[config.mk]
export PLATFORM = sky130hd
export DESIGN_NAME = page_scheduler
export DESIGN_NICKNAME = d
export VERILOG_FILES = /design/src/rtl/page_scheduler.sv
export SDC_FILE = /design/constraint.sdc
export NUM_CORES = 1
export LEC_CHECK = 0
export CAP_MARGIN = 20
export CORE_ASPECT_RATIO = 1.75
export CORE_MARGIN = 1
export CORE_UTILIZATION = 50
export DETAILED_ROUTE_END_ITERATION = 8
export PLACE_DENSITY = 0.74
export SLEW_MARGIN = 20
export SYNTH_ARGS = -nofsm -noshare
export SYNTH_HDL_FRONTEND = slang
export SYNTH_SLANG_ARGS = --single-unit
[constraint.sdc]
create_clock -name clk -period 16.2 [get_ports clk]
set_clock_uncertainty 0.15 [all_clocks]
set_input_delay 3.24 -clock clk [delete_from_list [all_inputs] [get_ports clk]]
set_output_delay 3.24 -clock clk [all_outputs]
set_load 0.05 [all_outputs]
[src/rtl/page_scheduler.sv]
// Round-robin page dispatcher: hands 8-bit address pages to requesting cores and sums their results.
// Optional run-cycle counter on the `cycles` port when PAGE_SCHED_CYCLE_COUNT_EN is defined.
module page_scheduler #(
    parameter int CORES     = 16,
    parameter int PAGE_SIZE = 16,
    localparam int PAGES    = 256 / PAGE_SIZE
) (
    input  logic             clk,
    input  logic             reset,
    input  logic             start,
    input  logic [CORES-1:0] req,
    output logic [CORES-1:0] grant,
    output logic [7:0]       page_base,
    output logic [7:0]       page_limit,
    input  logic [CORES-1:0] res_valid,
    input  logic [8*CORES-1:0] res_data,
    output logic [15:0]      total,
    output logic             busy,
    output logic [1:0]       state_dbg,
    output logic             done
`ifdef PAGE_SCHED_CYCLE_COUNT_EN
    ,
    output logic [15:0]      cycles
`endif
);

    localparam int PTR_W = $clog2(CORES);

    typedef enum logic [1:0] {S_IDLE, S_RUN, S_DRAIN, S_DONE} state_t;

    // Handshake: req is a level held by a core until it sees its one-cycle grant pulse;
    // res_valid is a one-cycle strobe honoured only while that core owns a page.
    state_t             state_q, state_d;
    logic [CORES-1:0]   req_q, req_d;
    logic [CORES-1:0]   pending_q, pending_d;
    logic [CORES-1:0]   grant_q, grant_d;
    logic [PTR_W-1:0]   ptr_q, ptr_d;
    logic [8:0]         next_page_q, next_page_d;
    logic [7:0]         page_base_q, page_base_d;
    logic [7:0]         page_limit_q, page_limit_d;
    logic [15:0]        total_q, total_d;
`ifdef PAGE_SCHED_CYCLE_COUNT_EN
    logic [15:0]        cycles_q, cycles_d;
`endif

    logic               active;
    logic [CORES-1:0]   accept;
    logic [CORES-1:0]   eligible;
    logic               found;
    logic [PTR_W-1:0]   win;
    logic [PTR_W:0]     idx_w;

    always_comb begin
        state_d      = state_q;
        req_d        = req;
        pending_d    = pending_q;
        grant_d      = '0;
        ptr_d        = ptr_q;
        next_page_d  = next_page_q;
        page_base_d  = page_base_q;
        page_limit_d = page_limit_q;
        total_d      = total_q;
        accept       = '0;
        found        = 1'b0;
        win          = '0;
        idx_w        = '0;
        active       = (state_q == S_RUN) || (state_q == S_DRAIN);
`ifdef PAGE_SCHED_CYCLE_COUNT_EN
        cycles_d     = cycles_q;
        if (active && (cycles_q != 16'hFFFF)) begin
            cycles_d = cycles_q + 16'd1;
        end
`endif

        // Results retire before arbitration so a returning core waits one cycle for its next page.
        if (active) begin
            accept = res_valid & pending_q;
            for (int i = 0; i < CORES; i++) begin
                if (accept[i]) begin
                    total_d = total_d + 16'(res_data[8*i +: 8]);
                end
            end
            pending_d = pending_q & ~accept;
        end

        eligible = req_q & ~pending_q;
        for (int k = 0; k < CORES; k++) begin
            idx_w = {1'b0, ptr_q} + (PTR_W+1)'(k);
            if (idx_w >= (PTR_W+1)'(CORES)) begin
                idx_w = idx_w - (PTR_W+1)'(CORES);
            end
            if (!found && eligible[idx_w[PTR_W-1:0]]) begin
                found = 1'b1;
                win   = idx_w[PTR_W-1:0];
            end
        end

        case (state_q)
            S_IDLE, S_DONE: begin
                if (start) begin
                    state_d     = S_RUN;
                    total_d     = '0;
                    next_page_d = '0;
                    pending_d   = '0;
                    ptr_d       = '0;
`ifdef PAGE_SCHED_CYCLE_COUNT_EN
                    cycles_d    = '0;
`endif
                end
            end
            S_RUN: begin
                if (found) begin
                    grant_d[win]   = 1'b1;
                    pending_d[win] = 1'b1;
                    ptr_d          = (win == PTR_W'(CORES-1)) ? '0 : win + 1'b1;
                    page_base_d    = 8'(32'(next_page_q) * PAGE_SIZE);
                    page_limit_d   = 8'(32'(next_page_q) * PAGE_SIZE) + 8'(PAGE_SIZE - 1);
                    next_page_d    = next_page_q + 9'd1;
                    if (next_page_q == 9'(PAGES - 1)) begin
                        state_d = S_DRAIN;
                    end
                end
            end
            S_DRAIN: begin
                if (pending_q == '0) begin
                    state_d = S_DONE;
                end
            end
            default: state_d = S_IDLE;
        endcase
    end

    always_ff @(posedge clk or posedge reset) begin
        if (reset) begin
            state_q      <= S_IDLE;
            req_q        <= '0;
            pending_q    <= '0;
            grant_q      <= '0;
            ptr_q        <= '0;
            next_page_q  <= '0;
            page_base_q  <= '0;
            page_limit_q <= '0;
            total_q      <= '0;
        end else begin
            state_q      <= state_d;
            req_q        <= req_d;
            pending_q    <= pending_d;
            grant_q      <= grant_d;
            ptr_q        <= ptr_d;
            next_page_q  <= next_page_d;
            page_base_q  <= page_base_d;
            page_limit_q <= page_limit_d;
            total_q      <= total_d;
        end
    end

`ifdef PAGE_SCHED_CYCLE_COUNT_EN
    always_ff @(posedge clk or posedge reset) begin
        if (reset) begin
            cycles_q <= '0;
        end else begin
            cycles_q <= cycles_d;
        end
    end

    assign cycles = cycles_q;
`endif

    assign grant      = grant_q;
    assign page_base  = page_base_q;
    assign page_limit = page_limit_q;
    assign total      = total_q;
    assign busy       = (state_q == S_RUN) || (state_q == S_DRAIN);
    assign done       = (state_q == S_DONE);
    assign state_dbg  = state_q;

endmodule

==> results_dict.tcl <==
set metrics [dict create \
    syn2layout_area_growth_pct 47.2 \
    antenna_found_initial 1 \
    critical_path_class "input pin to flop" \
    rsz0062_at_grt "true" \
    p_per_area_nw_per_um2 243 \
    ys_ff_latch 84 \
    ioPinCount 215 \
    path_delay_family "adder cells" \
    cts_max_path_buffers 2 \
    h-tree-depth 3 \
    failed_checks "setup timing" \
    grt_max_degree 85 \
    clkSlewWorstSetupHoldPaths_ns 0.07 \
    die_y_um 230 \
    layout_min_cycle_time_ns 17.44 \
    setup.worst_path.start_class "input pin" \
    outcome "complete, but fails checks" \
    insertion_delay_ns 0.36 \
    clockPowerShare_pct 4.4 \
    antenna_left 0 \
    tightest_slew_ns 1.04 \
    timing.final.ws_setup_ns -1.24 \
    hpwlAfterDp_um 42600 \
    grt_use_total_pct 34.6 \
    seq_area_frac_synth_pct 14.1 \
    cp.arrival_ns 17.52 \
    post_dp_cell_area_um2 19900 \
    power_frac_comb_pct 89.5 \
    cp_num_buf_inv 5 \
    synthCells 1895 \
    yosysTopAreaCell "dfrtp_1" \
    drc_errors 0 \
    leakagePower_nw 9.61 \
    seqPwrFrac_pct 6.1 \
    holdBufCountCts 0 \
    utilization_pct 74.8 \
    routabilityCongestion 1.04 \
    cpMostUsedCell "ha_4" \
    final_area_um2 21900 \
    grt-ovfl-total 0 \
    die_x_um 132 \
    dp_slack_ns -2.17 \
    syn_avg_cell_area_um2 7.86 \
    synth_top_area_share_pct 14.1 \
    min_period_over_period_pct 108 \
    grt_first_pass_wirelength_um 83800 \
    via_per_inst 6.01 \
    fin_hold_ws_ns 0.391 \
    worst_path_largest_cell_delay_ns 0.58 \
    nets 2731 \
    grt_pass1_vias 16900 \
    hp-class "flop to flop" \
    cts_tree "yes" \
    whs_path_depth 1 \
    path_max_fanout 4 \
    p_sw_share_pct 48.6 \
    synth_cell_type_count 106 \
    initial_core_util_pct 50.8 \
    port_buffers 210 \
    p_int_mw 2.74 \
    required_ns 16.28 \
    dieArea_um2 30500 \
    ir_drop_mv 0.214 \
    cts-root-buf "clkbuf_16" \
    clock-sinks 84 \
    drtPass1Iterations 6 \
    first_iter_violations 894 \
    fp.coreArea_um2 29300 \
    place_inst 2706 \
    cp_num_cells 70 \
    fin_tns_setup_ns -8.67 \
    slew_viol_final 0 \
    totalWireLength_um 56300 \
    p_sw_mw 2.59 \
    yosys_warnings 0 \
    fmax_mhz 57.3 \
    slew_headroom_pct 30.1 \
    stdcell_count 2792 \
    synth_area_leaders "dfrtp_1 14%, ha_1 12%, xnor2_1 5.7%" \
    cts_inserted_buffers 9 \
    timing.max_cap.violations 0 \
    finalSetupViolCount 11 \
    ff2ff_path_depth 67 \
    routedWlPerCell_um 20.2 \
    drive_gt1_share_pct 31.1 \
    ys.flop_type "dfrtp_1" \
    cp_slowest_cell "or4b_4" \
    vias 16800 \
    synth_edf_count 0 \
    rows 83 \
    final_hold_viol_count 0 \
    synthesis.area_um2 14900 \
    cp-end-kind "flop" \
    synth-async-reset-ratio_pct 100 \
    totalPowerFinal_mw 5.33 \
]
## repair_timing
item                                    CTS  global route
pin swaps                                80            89
resized for setup                       150           107
setup buffers                            45            28
endpoints found under the setup margin   14            14
## cells in the mapped netlist, drive strengths merged (17+ instances only)
cell type  count
a211oi        19
a21o          50
a21oi        172
and2          25
and3          31
buf           22
clkbuf        44
dfrtp         84
ha           148
inv          118
mux2          56
mux2i         32
nand2        153
nand2b        23
nand3         37
nor2         147
nor2b         40
nor3          41
nor3b         18
o211ai        21
o21a          33
o21ai        153
o21bai        17
o2bb2ai       17
or2           18
or3           18
xnor2        109
xor2          45
## power by group through the flow
stage / combinational, mW / clock (mW) / sequential, mW
finish: 4.77 / 0.232 / 0.327
global route: 5.11 / 0.239 / 0.329
CTS: 4.25 / 0.231 / 0.324
detailed placement: 3.87 / 0 / 0.325
global placement: 3.75 / 0 / 0.325
floorplan: 2.51 / 0 / 0.364
## worst paths after layout
| kind | startpoint | endpoint | slack [ns] |
|---|---|---|---|
| setup / recovery | res_valid[0] | total[15] | -1.24 |
| hold / removal | next_page_q[3] | next_page_q[3] | 0.39 |
| setup reg to reg | total[1] | total[15] | 1.09 |
| hold reg to reg | next_page_q[3] | next_page_q[3] | 0.39 |
| max in group asynchronous | reset | req_q[4] | 12.08 |
| min in group asynchronous | reset | total[0] | 3.24 |
## logic make-up (layout without fill, tap and decap cells)
logic type	Yosys count	in the layout	synth area share [%]
flip-flops	84	84	14.1
AO/OA/AOI/OAI	598	598	26.2
other	1	5	0.0252
XOR/XNOR	156	156	10.5
adder cells (fa/ha/maj)	166	166	14.7
multiplexers	101	101	8.55
AND/OR/NAND/NOR	603	603	20.7
buffers and inverters	186	697	5.14
## worst register-to-register path: cells and delay by family (launching register included)
family                     cells  cell delay (ns)
DFF                            1             0.69
xor gates and xnor gates       6             0.78
adders and majority gates     16             4.81
buffers and inverters          3             0.33
muxes                          7             1.85
and+or+nand+nor               10             2.29
AOI/OAI and AO/OA             25             4.05
## state kept, by name, summed over array words and instances (netlist names)
| name | cells |
|---|---|
| grant | 16 |
| next_page_q | 9 |
| page_limit | 5 |
| pending_q | 16 |
| ptr_q | 4 |
| req_q | 16 |
| state_dbg | 2 |
| total | 16 |
## placed cells by master, fill, tap and decap left out, types with 14 or more instances in the layout
cell type / instances
o21ai_0: 80
mux2_4: 17
clkdlybuf4s50_1: 205
nor2_1: 138
o211ai_1: 19
a21oi_2: 42
a22o_1: 14
xnor2_2: 17
dfrtp_1: 84
ha_1: 81
and3_1: 30
buf_4: 345
mux2_2: 39
a21o_1: 50
mux2i_1: 23
nand2_1: 144
nand2b_1: 23
ha_4: 67
nor2b_1: 29
or3_1: 17
nand3_1: 37
nor3b_1: 15
and2_1: 23
o21a_1: 32
a21oi_1: 119
nor3_1: 31
o21ai_2: 26
xnor2_1: 89
xor2_1: 40
inv_1: 105
o21ai_1: 43
o2bb2ai_1: 16
## layer usage
metal / global-route usage [%] / vias up / share of wire [%]
met5: 0 / - / 0
met4: 22.4 / 0 / 7.5
met3: 2.47 / 238 / 3.6
met2: 69.8 / 593 / 55
met1: 32.9 / 8036 / 34
li1: - / 7902 / -
## layout make-up
| class | instances | area, µm² |
|---|---|---|
| Multi-Input combinational cell | 1628 | 13800 |
| Fill cell | 2120 | 7380 |
| Timing Repair Buffer | 561 | 4760 |
| Sequential cell | 84 | 2100 |
| Tap cell | 382 | 478 |
| Inverter | 120 | 454 |
| Clock buffer | 9 | 225 |
| Clock inverter | 7 | 103 |
| Antenna cell | 1 | 2.50 |
(Power assumes the default switching activity.)
